$ cat config.mk
export PLATFORM = sky130hd
export DESIGN_NAME = ptp_rx_parser
export DESIGN_NICKNAME = d
export VERILOG_FILES = /design/src/rtl/ptp_rx_parser.sv
export SDC_FILE = /design/constraint.sdc
export NUM_CORES = 1
export LEC_CHECK = 0
export ABC_CLOCK_PERIOD_IN_PS = 2200
export CAP_MARGIN = 20
export CORE_MARGIN = 1.5
export CORE_UTILIZATION = 25
export CTS_BUF_LIST = sky130_fd_sc_hd__clkbuf_4
export DETAILED_ROUTE_END_ITERATION = 6
export PLACE_DENSITY = 0.53
export SLEW_MARGIN = 20
export SYNTH_ARGS = -nofsm -noshare
export SYNTH_HDL_FRONTEND = slang
export SYNTH_SLANG_ARGS = --single-unit
export TNS_END_PERCENT = 1
$ cat constraint.sdc
create_clock -name clk -period 2.2 [get_ports clk]
set_input_delay 0.44 -clock clk [delete_from_list [all_inputs] [get_ports clk]]
set_output_delay 0.44 -clock clk [all_outputs]
set_load 0.005 [all_outputs]
$ cat src/rtl/ptp_rx_parser.sv
// Receive-side PTP parser: classifies Sync / Delay_Req / Delay_Resp frames and publishes timing fields.
// Optional build macro PTP_RX_MAC_FILTER_EN drops PTP frames not addressed to MAC_ADDR or broadcast.
module ptp_rx_parser (
    input  logic         clk,
    input  logic         rst_n,
    input  logic         in_data_wr,
    input  logic [133:0] in_data,
    input  logic         in_valid_wr,
    input  logic         in_valid,
    input  logic [47:0]  MAC_ADDR,
    output logic         key_valid,
    output logic [53:0]  key,
    output logic         ts_4_valid,
    output logic [47:0]  ts_4,
    output logic         sync_valid,
    output logic [47:0]  sync_t1,
    output logic [47:0]  sync_t2,
    output logic         resp_valid,
    output logic [47:0]  resp_t4,
    output logic         ptp_rcv_type_valid,
    output logic [3:0]   ptp_rcv_type,
    output logic [31:0]  rx_sync_cnt,
    output logic [31:0]  rx_req_cnt,
    output logic [31:0]  rx_resp_cnt,
    output logic [31:0]  rx_err_cnt
);

    typedef enum logic [2:0] {
        S_IDLE, S_SKIP1, S_ETH, S_BODY, S_TAIL_WAIT, S_DROP
    } state_t;

    typedef enum logic [1:0] {CLS_SYNC, CLS_REQ, CLS_RESP} cls_t;

    localparam logic [1:0]  WT_HEAD  = 2'b01;
    localparam logic [1:0]  WT_TAIL  = 2'b10;
    localparam logic [15:0] ETH_PTP  = 16'h88F7;
    localparam logic [47:0] MAC_BCAST = 48'hFFFF_FFFF_FFFF;

    state_t      state, next_state;
    cls_t        cls_q, eth_cls;
    logic [5:0]  port_q;
    logic [47:0] head_ts_q, src_mac_q;
    logic        body_cnt_q;

    logic        is_head, is_tail;
    logic        eth_ok, dst_ok;
    logic        head_load, eth_load, body_inc, commit, err_inc;
    logic [47:0] dst_mac, src_mac, tail_ts;
    logic [15:0] ethertype, type_ver;
    logic        unused_bits;

    assign is_head   = in_data_wr && (in_data[133:132] == WT_HEAD);
    assign is_tail   = in_data_wr && (in_data[133:132] == WT_TAIL);
    assign dst_mac   = in_data[127:80];
    assign src_mac   = in_data[79:32];
    assign ethertype = in_data[31:16];
    assign type_ver  = in_data[15:0];
    assign tail_ts   = in_data[95:48];
    assign unused_bits = ^{in_data[131:126], dst_mac, MAC_ADDR};

`ifdef PTP_RX_MAC_FILTER_EN
    assign dst_ok = (dst_mac == MAC_ADDR) || (dst_mac == MAC_BCAST);
`else
    assign dst_ok = 1'b1;
`endif

    // NOTE: every variable written here gets a default first, so no latch is inferred.
    always_comb begin
        eth_cls = CLS_SYNC;
        eth_ok  = 1'b0;
        if (ethertype == ETH_PTP && dst_ok) begin
            eth_ok = 1'b1;
            case (type_ver)
                16'h0101: eth_cls = CLS_SYNC;
                16'h0301: eth_cls = CLS_REQ;
                16'h0401: eth_cls = CLS_RESP;
                default:  eth_ok  = 1'b0;
            endcase
        end
    end

    always_comb begin
        next_state = state;
        head_load  = 1'b0;
        eth_load   = 1'b0;
        body_inc   = 1'b0;
        commit     = 1'b0;
        err_inc    = 1'b0;
        if (is_head) begin
            // A head always restarts parsing; outside IDLE it aborts the current frame.
            head_load  = 1'b1;
            next_state = S_SKIP1;
            err_inc    = (state != S_IDLE);
        end else if (in_data_wr) begin
            case (state)
                S_IDLE: err_inc = 1'b1;
                S_SKIP1: begin
                    next_state = is_tail ? S_IDLE : S_ETH;
                    err_inc    = is_tail;
                end
                S_ETH: begin
                    if (is_tail) begin
                        next_state = S_IDLE;
                        err_inc    = 1'b1;
                    end else if (eth_ok) begin
                        next_state = S_BODY;
                        eth_load   = 1'b1;
                    end else begin
                        next_state = S_DROP;
                    end
                end
                S_BODY: begin
                    if (is_tail) begin
                        next_state = S_IDLE;
                        err_inc    = 1'b1;
                    end else if (body_cnt_q) begin
                        next_state = S_TAIL_WAIT;
                    end else begin
                        body_inc = 1'b1;
                    end
                end
                S_TAIL_WAIT: begin
                    if (is_tail) begin
                        next_state = S_IDLE;
                        commit     = in_valid_wr && in_valid;
                        err_inc    = !(in_valid_wr && in_valid);
                    end
                end
                S_DROP: if (is_tail) next_state = S_IDLE;
                default: next_state = S_IDLE;
            endcase
        end
    end

    // NOTE: sequential state uses non-blocking assignments so all registers update together.
    always_ff @(posedge clk or negedge rst_n) begin
        if (!rst_n) begin
            state      <= S_IDLE;
            cls_q      <= CLS_SYNC;
            port_q     <= '0;
            head_ts_q  <= '0;
            src_mac_q  <= '0;
            body_cnt_q <= 1'b0;
        end else begin
            state <= next_state;
            if (head_load) begin
                port_q    <= in_data[125:120];
                head_ts_q <= in_data[47:0];
            end
            if (eth_load) begin
                src_mac_q  <= src_mac;
                cls_q      <= eth_cls;
                body_cnt_q <= 1'b0;
            end else if (body_inc) begin
                body_cnt_q <= 1'b1;
            end
        end
    end

    always_ff @(posedge clk or negedge rst_n) begin
        if (!rst_n) begin
            key_valid          <= 1'b0;
            key                <= '0;
            ts_4_valid         <= 1'b0;
            ts_4               <= '0;
            sync_valid         <= 1'b0;
            sync_t1            <= '0;
            sync_t2            <= '0;
            resp_valid         <= 1'b0;
            resp_t4            <= '0;
            ptp_rcv_type_valid <= 1'b0;
            ptp_rcv_type       <= '0;
            rx_sync_cnt        <= '0;
            rx_req_cnt         <= '0;
            rx_resp_cnt        <= '0;
            rx_err_cnt         <= '0;
        end else begin
            key_valid          <= 1'b0;
            ts_4_valid         <= 1'b0;
            sync_valid         <= 1'b0;
            resp_valid         <= 1'b0;
            ptp_rcv_type_valid <= 1'b0;
            if (err_inc) rx_err_cnt <= rx_err_cnt + 32'd1;
            if (commit) begin
                ptp_rcv_type_valid <= 1'b1;
                case (cls_q)
                    CLS_SYNC: begin
                        sync_valid   <= 1'b1;
                        sync_t1      <= tail_ts;
                        sync_t2      <= head_ts_q;
                        ptp_rcv_type <= 4'd1;
                        rx_sync_cnt  <= rx_sync_cnt + 32'd1;
                    end
                    CLS_REQ: begin
                        key_valid    <= 1'b1;
                        ts_4_valid   <= 1'b1;
                        key          <= {src_mac_q, port_q};
                        ts_4         <= head_ts_q;
                        ptp_rcv_type <= 4'd3;
                        rx_req_cnt   <= rx_req_cnt + 32'd1;
                    end
                    CLS_RESP: begin
                        resp_valid   <= 1'b1;
                        resp_t4      <= tail_ts;
                        ptp_rcv_type <= 4'd4;
                        rx_resp_cnt  <= rx_resp_cnt + 32'd1;
                    end
                    default: ptp_rcv_type_valid <= 1'b0;
                endcase
            end
        end
    end

endmodule
==> impl_metrics.csv, run 1 <==
group,metric,value,unit
synth,synthCells,1874,
route,ant_nets,0,
power_and_ir_drop,power_leakage,0.0158,uW
die,coreArea,77700,sq um
worst_setup_path,reg2reg_to,"rx_req_cnt[26]$_DFFE_PN0P_",
route,routed_wl,65.4,mm
die,die_area,80500,sq um
global_routing,globalRoute.totalOverflow,0,
global_routing,grt_pass1_vias,17005,
worst_setup_path,critPathLaunchType,"input port",
sta,setup_tns,0,ns
worst_setup_path,rr_worst_depth,8,
clocking,h-tree-depth,4,
global_routing,grtUsageMet1,19.3,%
worst_setup_path,worst-path-buf-inv,3,
synth,synth_area_leaders,"dfrtp_1, nand2_1, mux2_4",
synth,yosys.area.top_type,"dfrtp_1",
sta,slew_headroom,53.6,%
power_and_ir_drop,total_power,20000,uW
synth,ys_types,51,
run,maxCapViolations,0,
die,fp.dieW,284,microns
global_routing,grt_pass1_wl,102,mm
sta,maxSlewViolCount,0,
worst_setup_path,critical_path_required,2.96,ns
synth,synth_top_area_share,62.1,%
clocking,cts_made_buffers,144,
placement,io_buffers,490,
worst_setup_path,cp.arrival,2.92,ns
sta,min_period_over_period,97.8,%
clocking,clk_path_buf_depth,3,
die,num_io_pins,570,
global_routing,busiest_layer,"met2",
synth,synth_edf_count,0,
hold_path,hp-class,"input port to flip-flop",
placement,dp_hpwl,46.1,mm
worst_setup_path,cp_cell_sequence,"clkdlybuf4s50_1, nor4b_4, buf_4, nand4_1, or4b_4, buf_12, mux2_4",
clocking,numClockSinks,489,
synth,syn_avg_cell_area,10.5,sq um
die,die_y,284,microns
route,first_pass_iters,6,
worst_setup_path,end_kind,"flip-flop",
sta,fmaxAchievable,465,MHz
outcome,status,"complete, no violations",
clocking,cts_tree,"yes",
worst_setup_path,cp_slowest_cell,"or4b_4",
clocking,cts-root-buf,"clkbuf_4",
synth,synthFlopType,"dfrtp_1",
finish,multiInputGateArea,7110,sq um
sta,skew,0.0627,ns
route,drtIter0Drc,832,
worst_setup_path,crit_path_max_incr_delay,0.64,ns
route,vias,16222,
die,start_util,25.3,%
route,avgViaCountPerCell,4.31,
finish,seq_area,12300,sq um
sta,setup_ws,0.0484,ns
worst_setup_path,path_class,"input port to flip-flop",
finish,layout.cells.most_common,"nand2_1",
synth,yosysWarnings,0,
worst_setup_path,r2r_slack,0.07,ns
finish,fin_nets,2804,
sta,worstMarginPinSlew,0.693,ns
power_and_ir_drop,power_density,694,nW/um^2
synth,synthArstFlopShare,100,%
worst_setup_path,cp-startpoint,"in_data[28]",
sta,final-setup-viol-count,0,
finish,fillers,7881,
finish,final_layout_size_suffix_gt1_share,20.7,%
finish,synthToLayoutAreaGrowth,46.1,%
sta,period_minus_slack,2.15,ns
synth,seq_area_frac_synth,62.1,%
global_routing,track_usage,16.2,%
clocking,clk_pin_slew,0.07,ns
global_routing,grt_max_degree,73,
global_routing,use_met2,26.0,%
worst_setup_path,crit_family,"simple AND/OR/NAND/NOR gates",
worst_setup_path,crit_end,"src_mac_q[35]$_DFFE_PN0P_",
power_and_ir_drop,ir_drop,343,uV
clocking,clk_latency,0.91,ns
global_routing,met3_usage,6.20,%
sta,finalHoldViolations,0,
finish,layout_common_cells,"nand2_1, dfrtp_1, dlygate4sd2_1",
worst_setup_path,cp_num_cells,7,
synth,synth_fp_nets,2065,
worst_setup_path,cp_max_fo,34,
synth,syn_area,19700,sq um
placement,gp_congestion,0.828,
synth,ys_ff_latch,489,
sta,rsz0062_at_grt,"true",
global_routing,antenna_found_initial,6,
worst_setup_path,r2r-start,"state[0]$_DFFE_PN0P_",
placement,post-place-ws,-1.33,ns
die,rows,102,
route,wl_per_cell,17.4,microns
route,drcViolationCount,0,
-- synthesized netlist by cell type, types with 2 or more instances --
cell and number:
nand2_1 800, dfrtp_1 489, xnor2_1 65, xor2_1 60, mux2_2 57, clkbuf_1 51, nor2_1 50, mux2_4 46
nand4_1 44, nand3_1 40, nor3_1 26, buf_2 18, inv_1 16, nor4_1 13, and3_1 12, and4_1 10
o21ai_0 10, a21oi_1 5, nor3b_1 5, buf_12 4, ha_1 4, nor4b_1 4, nand2b_1 3, nand3b_1 3
nor2b_1 3, a21o_1 2, a22o_1 2, and2_1 2, buf_4 2, buf_6 2, inv_2 2, nand4_2 2
nor3_2 2, nor4bb_1 2, o22ai_1 2
-- cell families (layout without fill, tap and decap cells) --
family	Yosys count	after routing	synth area share (%)
other	1	4	0.0190
buffers and inverters	96	945	2.39
flip-flops	489	489	62.1
AO/OA/AOI/OAI	24	24	0.743
AND/OR/NAND/NOR	1032	1032	22.1
adder cells (fa/ha/maj)	4	4	0.254
multiplexers	103	103	6.76
XOR/XNOR	125	125	5.56
-- repair_timing --
item | 4_1_cts | 5_1_grt
pin swaps | 0 | 2
endpoints found under the hold margin | 533 | 0
gates cloned | 0 | 0
resized for setup | 557 | 24
setup endpoints to repair | 433 | 177
hold buffers | 32 | 0
setup buffers | 31 | 0
-- report_power, final --
part | switching (uW) | internal, uW
Clock | 4120 | 4490
Combinational | 778 | 856
Sequential | 315 | 9410
-- how the worst min path moves through the flow --
stage	from	to	slack, ns	cells after the start
detailed placement	rst_n	resp_t4[37]$_DFFE_PN0P_	0.46	1
floorplan	rst_n	body_cnt_q$_DFFE_PN0P_	0.14	0
CTS	in_data[16]	head_ts_q[16]$_DFFE_PN0P_	0.005	2
finish	in_data[16]	head_ts_q[16]$_DFFE_PN0P_	0.16	2
global route	in_data[63]	sync_t1[15]$_DFFE_PN0P_	0.04	3
global placement	port_q[1]$_DFFE_PN0P_	key[1]$_DFFE_PN0P_	0.44	2
-- metrics by stage --
| stage | cell area, sq um | hold WS [ns] | cells | util (%) |
|---|---|---|---|---|
| floorplan | 19700 | 0.144 | 1874 | - |
| global placement | 26700 | 0.442 | 3445 | 34.3 |
| detailed placement | 26700 | 0.455 | 3445 | 34.3 |
| CTS | 28700 | 0.00538 | 3763 | 36.9 |
| global route | 28800 | 0.0400 | 3766 | 37.0 |
| finish | 28800 | 0.155 | 3766 | 37.0 |
-- sequential cells by signal, indices dropped and copies added, names as in the netlist, 2 cells and up --
| name | count |
|---|---|
| resp_t4 | 48 |
| key | 54 |
| src_mac_q | 48 |
| sync_t2 | 48 |
| ts_4 | 48 |
| cls_q | 2 |
| rx_err_cnt | 32 |
| rx_sync_cnt | 32 |
| head_ts_q | 48 |
| rx_req_cnt | 32 |
| port_q | 6 |
| state | 3 |
| ptp_rcv_type | 3 |
| rx_resp_cnt | 32 |
| sync_t1 | 48 |
-- area by class of cell --
cell class                 instances  share of cell area, %
tap                             1040                   4.52
inverter                          18                  0.261
multi-input combinational       1289                   24.7
sequential                       489                   42.6
antenna                            3                 0.0261
clock inverter                    48                  0.870
timing repair buffer             671                   21.6
clock buffer                     208                   5.43
-- per-layer routing --
layer  vias to the layer above  part of all wire [%]  routed length (microns)
met2                       533                    48                    31100
met3                       122                   7.7                     5030
met5                         -                 0.057                       37
met1                      7955                    41                    27100
li1                       7606                     -                        -
met4                         6                   3.3                     2180
Note: power is estimated with default switching activity, not from simulation.
==> run 2, diff against run 1 <==
CAP_MARGIN = 0   (was 20)
REMOVE_ABC_BUFFERS = 1   (was unset)
==> run 2 against run 1 <==
Compared with the run above:
- register-to-register slack got worse by 0.06 ns
- first-iteration DRC count fell by 14%
- sequential power barely moved
- clock-buffer cell count fell by 6
- cell area rose by 3.3%
- combinational power rose by 7%
- wire length rose by 1.9%
- critical endpoint is now src_mac_q[7]$_DFFE_PN0P_
==> impl_metrics.csv, run 2 (same netlist as run 1, synthesis figures left out) <==
group,metric,value,unit
sta,slew_headroom,54.1,%
finish,design_area,29700,sq um
finish,layout_common_cells,"nand2_1, dfrtp_1, clkdlybuf4s15_1",
sta,finalHoldViolations,0,
placement,placed_area,26800,sq um
global_routing,grt_pass1_vias,17594,
die,fp.dieW,284,microns
route,avgViaCountPerCell,4.28,
global_routing,grt_pass1_wl,103,mm
worst_setup_path,cp_slowest_cell,"or4b_4",
clocking,cts_made_buffers,142,
sta,setup_tns,0,ns
global_routing,antenna_found_initial,10,
hold_path,hp-class,"input port to flip-flop",
finish,synthToLayoutAreaGrowth,50.9,%
route,routed_wl,66.7,mm
worst_setup_path,cp_max_fo,20,
global_routing,grt_max_degree,74,
placement,dp_hpwl,46.4,mm
die,rows,102,
finish,largest_register,"key",
worst_setup_path,cp.arrival,2.97,ns
sta,period_minus_slack,2.19,ns
die,num_io_pins,570,
finish,fin_util,38.2,%
die,die_area,80500,sq um
clocking,cts_tree,"yes",
worst_setup_path,path_class,"flip-flop to flip-flop",
route,ant_nets,0,
worst_setup_path,end_kind,"flip-flop",
placement,dp_cells,3452,
finish,fin_cells,3866,
route,wl_per_cell,17.3,microns
finish,largest_reg_flops,54,
power_and_ir_drop,power_density,679,nW/um^2
worst_setup_path,critical_path_required,2.98,ns
route,drcViolationCount,0,
clocking,numClockSinks,489,
sta,rsz0062_at_grt,"true",
sta,min_period_over_period,99.7,%
power_and_ir_drop,ir_drop,300,uV
sta,final-setup-viol-count,0,
sta,fmaxAchievable,456,MHz
finish,layout.cells.most_common,"nand2_1",
sta,maxSlewViolCount,0,
global_routing,track_usage,16.4,%
route,drtIter0Drc,718,
worst_setup_path,cp_cell_sequence,"nor4_4, buf_4, nand4_1, or4b_4, clkbuf_16, mux2_2",
clocking,clk_pin_slew,0.06,ns
clocking,clk_latency,0.96,ns
die,start_util,25.3,%
finish,final_layout_size_suffix_gt1_share,23.2,%
clocking,cts-root-buf,"clkbuf_4",
power_and_ir_drop,total_power,20200,uW
clocking,h-tree-depth,4,
route,vias,16535,
run,maxCapViolations,0,
clocking,clk_path_buf_depth,3,
worst_setup_path,crit_path_max_incr_delay,0.61,ns
route,first_pass_iters,4,
placement,io_buffers,490,
die,coreArea,77700,sq um
die,die_y,284,microns
global_routing,globalRoute.totalOverflow,0,
sta,skew,0.0757,ns
sta,worstMarginPinSlew,0.689,ns
worst_setup_path,critPathLaunchType,"flip-flop",
placement,gp_congestion,0.821,
finish,fin_nets,2898,
power_and_ir_drop,power_leakage,0.0156,uW
outcome,status,"complete, no violations",
==> run 2: timing repair <==
item,CTS,global route
gates cloned,0,1
hold endpoints to repair,594,0
pin swaps,0,1
setup endpoints to repair,467,71
hold buffers,74,0
buffers inserted,76,0
resized for setup,856,13
==> run 2: area by class of cell <==
class	instances	area, sq um
antenna	7	17.5
clock buffer	202	1520
clock inverter	54	312
fill	7673	48000
inverter	18	72.6
multi-input combinational	1289	7050
sequential	489	12300
tap	1040	1300
timing repair buffer	767	7190
==> run 2: metrics by stage <==
stage / setup slack (ns) / hold WS, ns
after floorplan: -2.54 / 0.144
after global placement: -1.03 / 0.404
after detailed placement: -0.939 / 0.409
after CTS: -0.0792 / 0.00610
after global routing: -0.136 / 0.0144
final: 0.00627 / 0.165
==> run 2: critical path: cells and delay by family (launching register included) <==
kind | cells | cell delay [ns]
buffers and inverters | 2 | 0.42
flip-flops | 1 | 0.46
multiplexers | 1 | 0.29
AND/OR/NAND/NOR | 3 | 0.90
==> run 2: worst paths after layout <==
check / start / end / slack, ns / cells after the start
max: state[0]$_DFFE_PN0P_ / src_mac_q[7]$_DFFE_PN0P_ / 0.006 / 6
min: in_data[56] / resp_t4[8]$_DFFE_PN0P_ / 0.16 / 3
max reg2reg: state[0]$_DFFE_PN0P_ / src_mac_q[7]$_DFFE_PN0P_ / 0.006 / 6
min reg2reg: src_mac_q[34]$_DFFE_PN0P_ / key[40]$_DFFE_PN0P_ / 0.42 / 2
max in group asynchronous: rst_n / head_ts_q[35]$_DFFE_PN0P_ / 1.48 / 4
min in group asynchronous: rst_n / src_mac_q[28]$_DFFE_PN0P_ / 0.27 / 3
==> run 2: routing by layer <==
layer  GRT usage (%)  wire (microns)
met1            19.4           27400
met2            26.9           32600
met3            5.52            4350
met4            7.78            2350
met5               0              67
==> run 2: power breakdown <==
part	internal, uW	total [uW]	switching, uW
Sequential	9410	9740	331
Clock	4520	8680	4160
Combinational	961	1750	786
Total	14900	20200	5280
==> run 3, diff against run 2 <==
ABC_CLOCK_PERIOD_IN_PS = 2700   (was 2200)
clock period = 2.7 ns   (was 2.2 ns; I/O delays follow)
==> run 3 against run 2 <==
Compared with the run above:
- clock-buffer cell count is 1 higher
- first-iteration DRC count is 4.3% lower
- clock skew is 0.024 ns lower
- via count is 4.9% lower
- sequential power is 18% lower
- wire length is 3.4% lower
- global-route usage is 0.29 points lower
- clock power is 21% lower
- critical path type is now flip-flop to output pin
- critical endpoint is now rx_sync_cnt[10]
- combinational power is 26% lower
==> impl_metrics.csv, run 3 (same netlist as run 1, synthesis figures left out) <==
group,metric,value,unit
outcome,status,"complete, no violations",
route,vias,15729,
die,rows,102,
sta,whs,0.164,ns
sta,final-setup-viol-count,0,
finish,largest_reg_flops,54,
route,ant_nets,0,
global_routing,grt_max_degree,88,
die,start_util,25.3,%
global_routing,track_usage,16.2,%
placement,dp_hpwl,44.9,mm
placement,dp_cells,3405,
placement,placed_area,26300,sq um
placement,io_buffers,490,
die,die_y,284,microns
die,die_area,80500,sq um
worst_setup_path,cp_max_fo,6,
sta,worstMarginPinSlew,0.724,ns
power_and_ir_drop,power_density,573,nW/um^2
worst_setup_path,cp_cell_sequence,"clkdlybuf4s50_1",
clocking,cts-root-buf,"clkbuf_4",
route,wl_per_cell,17.6,microns
die,fp.dieW,284,microns
sta,finalHoldViolations,0,
finish,fin_nets,2704,
finish,fillers,7760,
route,first_pass_iters,4,
hold_path,hp-class,"input port to async pin",
global_routing,grt_pass1_wl,101,mm
worst_setup_path,worst-path-buf-inv,1,
sta,skew,0.0514,ns
route,drcViolationCount,0,
clocking,cts_tree,"yes",
route,drtIter0Drc,687,
finish,layout_common_cells,"nand2_1, dfrtp_1, clkdlybuf4s50_1",
sta,min_period_over_period,92.4,%
global_routing,grt_pass1_vias,16788,
clocking,clk_pin_slew,0.07,ns
worst_setup_path,crit_family,"buffers and inverters",
clocking,clk_latency,0.93,ns
run,maxCapViolations,0,
clocking,numClockSinks,489,
sta,slew_headroom,51.8,%
worst_setup_path,critPathLaunchType,"flip-flop",
power_and_ir_drop,power_leakage,0.0139,uW
finish,final_layout_size_suffix_gt1_share,15.9,%
clocking,cts_made_buffers,143,
worst_setup_path,end_kind,"output pin",
global_routing,antenna_found_initial,12,
power_and_ir_drop,total_power,16100,uW
die,num_io_pins,570,
sta,period_minus_slack,2.50,ns
finish,design_area,28100,sq um
worst_setup_path,cp_slowest_cell,"clkdlybuf4s50_1",
worst_setup_path,crit_path_max_incr_delay,0.57,ns
finish,fin_cells,3660,
sta,fmaxAchievable,401,MHz
finish,synthToLayoutAreaGrowth,42.7,%
finish,layout.cells.most_common,"nand2_1",
placement,gp_congestion,0.823,
power_and_ir_drop,ir_drop,256,uV
clocking,h-tree-depth,4,
worst_setup_path,path_class,"flip-flop to output pin",
worst_setup_path,cp.arrival,1.96,ns
sta,maxSlewViolCount,0,
finish,largest_register,"key",
die,coreArea,77700,sq um
worst_setup_path,critical_path_required,2.16,ns
worst_setup_path,r2r_slack,0.35,ns
global_routing,globalRoute.totalOverflow,0,
route,routed_wl,64.4,mm
route,avgViaCountPerCell,4.30,
sta,rsz0062_at_grt,"false",
clocking,clk_path_buf_depth,3,
run 3: cell count changes in the layout (fill, tap and decap cells not counted), moves of 9 or more:
cell             change
clkdlybuf4s15_2     -27
buf_2               -54
dfrtp_2             -17
buf_6               -11
dlygate4sd2_1       -76
dlygate4sd3_1       -70
buf_12               -9
buf_4              -105
dfrtp_1             +17
clkdlybuf4s15_1    -218
clkdlybuf4s50_1    +382
run 3: final cells by class:
cell class / count / area (sq um) / area share, %
Clock inverter: 44 / 234 / 0.832
Multi-Input combinational cell: 1289 / 7010 / 24.9
Clock buffer: 203 / 1520 / 5.42
Tap cell: 1040 / 1300 / 4.63
Antenna cell: 5 / 12.5 / 0.0445
Sequential cell: 489 / 12200 / 43.5
Inverter: 18 / 72.6 / 0.258
Timing Repair Buffer: 572 / 5720 / 20.4
run 3: worst paths after layout:
kind                                                  start                     endpoint  cells after the start
max in group asynchronous                             rst_n      resp_t4[32]$_DFFE_PN0P_                      3
min in group clk                                in_data[86]      sync_t1[38]$_DFFE_PN0P_                      3
worst max register to register         state[0]$_DFFE_PN0P_    src_mac_q[16]$_DFFE_PN0P_                      6
worst max-delay path            rx_sync_cnt[10]$_DFFE_PN0P_              rx_sync_cnt[10]                      1
worst min register to register    src_mac_q[16]$_DFFE_PN0P_          key[22]$_DFFE_PN0P_                      2
worst min-delay path                                  rst_n  rx_sync_cnt[17]$_DFFE_PN0P_                      2
run 3: stage by stage:
stage | utilization [%] | TNS, ns | setup WS [ns]
floorplan | - | -418.36 | -2.14
global placement | 33.8 | -24.39 | -0.518
detailed placement | 33.8 | -27.33 | -0.547
CTS | 36.1 | 0 | 0.0130
global route | 36.2 | 0 | 0.0238
finish | 36.2 | 0 | 0.205
run 3: timing repair:
action	4_1_cts	5_1_grt
resized for setup	0	0
buffers inserted	0	0
hold buffers	3	0
hold endpoints to repair	401	0
run 3: power breakdown:
part	internal [uW]	leakage (uW)	switching, uW
clock network	3570	0.00104	3300
registers	7670	0.00664	281
logic	732	0.00622	567
run 3: layer usage:
layer	GRT usage (%)	part of all wire, %	vias up
met4	7.37	3.4	12
met3	5.57	6.7	134
met1	18.6	41	7748
li1	-	-	7391
met2	26.9	49	444
met5	0	0.14	-
==> RTL change 1 (config.mk and constraints of run 2) <==
Build with the macro `PTP_RX_MAC_FILTER_EN` defined.
--- a/src/rtl/ptp_rx_parser.sv
+++ b/src/rtl/ptp_rx_parser.sv
@@ -2,2 +2,4 @@
 // Optional build macro PTP_RX_MAC_FILTER_EN drops PTP frames not addressed to MAC_ADDR or broadcast.
+`define PTP_RX_MAC_FILTER_EN
+
 module ptp_rx_parser (
Behaviour: same outputs for any inputs over 4 cycles, from zero or initial values and one cycle with rst_n low; that may be too few to reach the edited logic, so the function may still have changed.
==> RTL change 1 against run 2 <==
- the run now ends with setup timing left
- cell count up 2.4%
- register-to-register slack better by 40 ps
- total power is 5.5% higher
- global-route usage up 0.89 points
- cell area rose by 3.4%
- routed wire length up 9.6%
- maximum frequency is 4.8% lower
- worst setup slack worse by 110 ps
- area after synthesis grew 2.7%
- synthesized cell count is 2.7% higher
- core utilization about the same
- hold slack better by 27 ps
- sequential cell count unchanged
- first-iteration DRC count fell by 13%
- critical path type is now primary input to flop
- critical endpoint is now cls_q[0]$_DFFE_PN0P_
==> RTL change 1: results <==
metrics = {
    "grt": {
        "global_route.usage.total_pct": 17.3,
        "globalRouteMet2Util_pct": 29.2,
        "grt_pass1_wl_um": 108000,
        "antenna_found_initial": 5,
        "groute.layer.met3.usage_pct": 5.79,
        "grt_pass1_vias": 18300,
        "grtUsageMet1_pct": 19.6,
        "maximum_number_of_pins_on_one_net_before_global_route_repair": 59,
    },
    "clock_tree": {
        "number_of_buffers_inserted_for_hold_repair_after_clock_tree_synthesis": 27,
        "number_of_gates_resized_after_cts": 628,
        "worstSkewPairLatency_ps": 910,
        "post_cts_buffers": 60,
    },
    "placement": {
        "port-buffer-count": 564,
        "gp_routability_congestion": 0.875,
        "post-dp-hpwl_um": 50700,
    },
    "worst_hold_path": {
        "hold_path.startpoint": "in_data[58]",
    },
    "route": {
        "drt_iter0_markers": 625,
        "top_layer_used": "met4",
        "route.detailed.wl_per_inst_um": 18.5,
        "first_pass_drt_iterations": 5,
        "m1WireLength_um": 29300,
        "drt-vias-per-instance": 4.31,
        "routed-wl-met2_um": 36000,
    },
    "pwr": {
        "largest_vdd_supply_drop_uv": 314,
        "leakage_nw": 16.5,
    },
    "status": {
        "run_status": "complete, but fails checks",
        "failed_checks": "setup timing",
    },
    "timing": {
        "worst_slew_margin_rel_pct": 43.8,
        "setup_viol": 44,
        "skew_ps": 52.9,
        "fin_ws_ps": -105,
    },
    "critical_path": {
        "worst-path-max-fanout": 6,
        "critPathTopFamily": "buffers and inverters",
        "timing.critical_path.slowest_stage_cell": "clkdlybuf4s50_1",
        "r2r_end": "cls_q[0]$_DFFE_PN0P_",
        "timing.critical_path.arrival_ps": 3050,
    },
    "yosys": {
        "yosys-top-cells-area": "dfrtp_1 (61%), nand2_1 (15%), xor2_1 (4.3%), mux2_4 (3.7%), xnor2_1 (3.1%)",
        "leading_post_synthesis_cells_by_instance_count": "nand2_1 (805), dfrtp_1 (489), xor2_1 (100), xnor2_1 (72)",
        "ys_types": 56,
        "synth.yosys.seq_area_share_pct": 60.5,
    },
    "final_layout": {
        "design.final.nets": 2989,
        "num-fill-cells": 7947,
    },
}
RTL change 1: logic make-up after synthesis:
family / share of synthesized area (%)
buffers and inverters: 2.13
DFF: 60.5
xor gates and xnor gates: 7.45
adders and majority gates: 0.248
AOI/OAI and AO/OA: 0.786
muxes: 6.77
other: 0.0185
and+or+nand+nor: 22.1
RTL change 1: tightest hold or removal path: stages:
cell,delay (ps)
clkdlybuf4s50_1,460
nand2_1,80
nand2_1,50
RTL change 1: cell type report:
cell class	count	area share, %
repair buffers	803	24.9
multi-input cells	1343	24.9
flip-flops and latches	489	39.9
diodes	3	0.0244
clock inverters	39	0.778
clock buffers	203	4.96
well taps	1060	4.32
inverters	19	0.252
RTL change 1: through the flow:
stage               setup TNS [ps]  area (µm²)
global route                 -1300       30700
finish                       -3330       30700
floorplan                  -589090       19900
global placement           -140770       28300
CTS                           -153       30500
detailed placement         -145560       28300
RTL change 1: how the worst max path moves through the flow:
stage / start / end / cells past startpoint
2_1_floorplan: in_data[132] / rx_req_cnt[23]$_DFFE_PN0P_ / 7
3_3_place_gp: in_data[12] / src_mac_q[18]$_DFFE_PN0P_ / 9
3_5_place_dp: in_data[12] / src_mac_q[38]$_DFFE_PN0P_ / 9
4_1_cts: rx_err_cnt[5]$_DFFE_PN0P_ / rx_err_cnt[5] / 2
5_1_grt: state[0]$_DFFE_PN0P_ / cls_q[0]$_DFFE_PN0P_ / 9
6_report: in_data[103] / cls_q[0]$_DFFE_PN0P_ / 11
RTL change 1: power by group:
| part | switching, mW | internal (mW) |
|---|---|---|
| clock network | 4.04 | 4.48 |
| registers | 0.446 | 9.63 |
| logic | 1.24 | 1.45 |
| total | 5.73 | 15.5 |
==> RTL change 2 (config.mk and constraints of run 2) <==
Made on the original files. Reset style: synchronous (`rst_n`), changed in 2 clocked blocks.
--- a/src/rtl/ptp_rx_parser.sv
+++ b/src/rtl/ptp_rx_parser.sv
@@ -135,3 +135,3 @@
     // NOTE: sequential state uses non-blocking assignments so all registers update together.
-    always_ff @(posedge clk or negedge rst_n) begin
+    always_ff @(posedge clk) begin
         if (!rst_n) begin
@@ -159,3 +159,3 @@
 
-    always_ff @(posedge clk or negedge rst_n) begin
+    always_ff @(posedge clk) begin
         if (!rst_n) begin
Behaviour: differs if rst_n is asserted again (counterexample within 4 cycles, from zero or initial values and one cycle with rst_n low); with rst_n held inactive, the same outputs for 4 cycles.
==> RTL change 2 against run 2 <==
- routed wire length grew 2.6%
- sequential cell count is the same
- area after synthesis shrank 4.4%
- largest cell class unchanged
- the flow now finishes with violations (setup timing)
- die area shrank 4.3%
- clock power grew 0.9%
- global-route usage grew 1.0 points
- worst setup slack lost 140 ps
- non-clock buffer count grew 3
- total power shrank 8.0%
- maximum frequency shrank 6.1%
- cell area shrank 3.2%
- sequential share of layout area shrank 6.5 points
==> RTL change 2: results <==
metrics = {
    "placement": {
        "dpl_worst_slack_ps": -819,
        "dp.cells": 3817,
        "dpl-instance-area_mm2": 0.0264,
        "post-dp-hpwl_um": 48700,
        "gp_routability_congestion": 0.797,
    },
    "critical_path": {
        "reg2reg_from": "state[1]$_SDFFE_PP0P_",
        "worst_reg2reg_path_length_in_cells": 5,
        "timing.critical_path.arrival_ps": 3170,
        "worst-path-max-fanout": 3,
        "r2r_end": "rx_resp_cnt[29]$_SDFFE_PN0P_",
    },
    "pwr": {
        "powerComb_uw": 888,
        "leakage_nw": 12.1,
        "part_of_the_total_power_dissipated_in_sequential_elements_pct": 48.0,
        "p_int_mw": 14.0,
        "p_sw_mw": 4.57,
    },
    "final_layout": {
        "num-fill-cells": 7787,
        "num-nonclk-inverters": 17,
        "multi_input_cells": 1638,
        "n_all_buffers": 770,
        "sequential_cell_area_mm2": 0.0100,
        "design.final.nets": 3250,
        "buf_share_pct": 25.0,
        "layout.clock_buffers": 211,
        "final_layout_size_suffix_gt1_share_pct": 19.8,
        "area.growth.synth_to_final_pct": 52.8,
    },
    "timing": {
        "final.hold.worst_slack_ps": 163,
        "skew_ps": 69.3,
        "fin_ws_ps": -137,
        "setup_viol": 47,
        "final.setup.tns_ps": -3070,
    },
    "yosys": {
        "synth.yosys.seq_area_share_pct": 52.0,
        "synth_cells": 2294,
        "ys_types": 65,
        "yosys-top-cells-area": "dfxtp_1 (52%), nand2_1 (13%), a21oi_1 (9.7%), mux2i_1 (3.1%), nor2_1 (2.5%)",
        "async_reset_ff_share_pct": 0,
    },
    "status": {
        "failed_checks": "setup timing",
        "run_status": "complete, but fails checks",
    },
    "clock_tree": {
        "cts_inserted_buffers": 143,
    },
    "worst_hold_path": {
        "hold_path.startpoint": "in_data[12]",
        "timing.hold.worst_endpoint": "head_ts_q[12]$_SDFFE_PN0P_",
    },
    "grt": {
        "groute.layer.met3.usage_pct": 5.89,
        "globalRouteMet2Util_pct": 28.4,
        "global_route.usage.total_pct": 17.5,
        "maximum_number_of_pins_on_one_net_before_global_route_repair": 51,
        "antenna_found_initial": 5,
        "grt_pass1_vias": 18500,
    },
    "route": {
        "route.detailed.wl_per_inst_um": 16.6,
        "dr_total_vias": 18800,
        "drt_iter0_markers": 855,
    },
    "floorplan": {
        "core_area_mm2": 0.0744,
    },
}
## RTL change 2: cell count changes in the layout (fill, tap and decap cells not counted), moves of 59 or more
cell,run 2,this run
a21oi_1,4,365
clkdlybuf4s15_1,218,29
dfrtp_1,472,0
dfxtp_1,0,369
dfxtp_2,0,93
dlygate4sd2_1,76,331
mux2i_1,0,59
nand2_1,800,665
nor2_1,50,123
## RTL change 2: worst max-delay path by stage
stage                                           start                      endpoint  slack (ps)  cells after the start
after floorplan                                 rst_n  rx_resp_cnt[18]$_SDFFE_PN0P_       -5510                      3
after global routing                      in_data[19]         cls_q[0]$_SDFFE_PN0P_         -50                      7
after CTS                 rx_err_cnt[18]$_SDFFE_PN0P_                rx_err_cnt[18]         -60                      2
after global placement                     in_data[0]         cls_q[0]$_SDFFE_PN0P_        -830                      8
final                                     in_data[19]         cls_q[0]$_SDFFE_PN0P_        -140                      7
after detailed placement                   in_data[0]         cls_q[0]$_SDFFE_PN0P_        -820                      8
## RTL change 2: timing repair
item | CTS | global route
gates resized for setup | 601 | 27
pin swaps | 1 | 7
hold buffers | 63 | 0
setup buffers | 1 | 2
setup endpoints to repair | 391 | 41
hold endpoints to repair | 100 | 0
cloned | 0 | 1
## RTL change 2: cell families after synthesis
group,synth area share (%)
buffers and inverters,3.54
adder cells (fa/ha/maj),0.266
other,0.0199
multiplexers,3.20
AND/OR/NAND/NOR,25.5
AO/OA/AOI/OAI,13.1
flip-flops,52.0
XOR/XNOR,2.42
## RTL change 2: routing by layer
metal / vias to the layer above / wire length, µm
met1: 8812 / 30100
met5: - / 17
met4: 2 / 1800
met2: 466 / 32100
met3: 124 / 4460
li1: 9443 / -
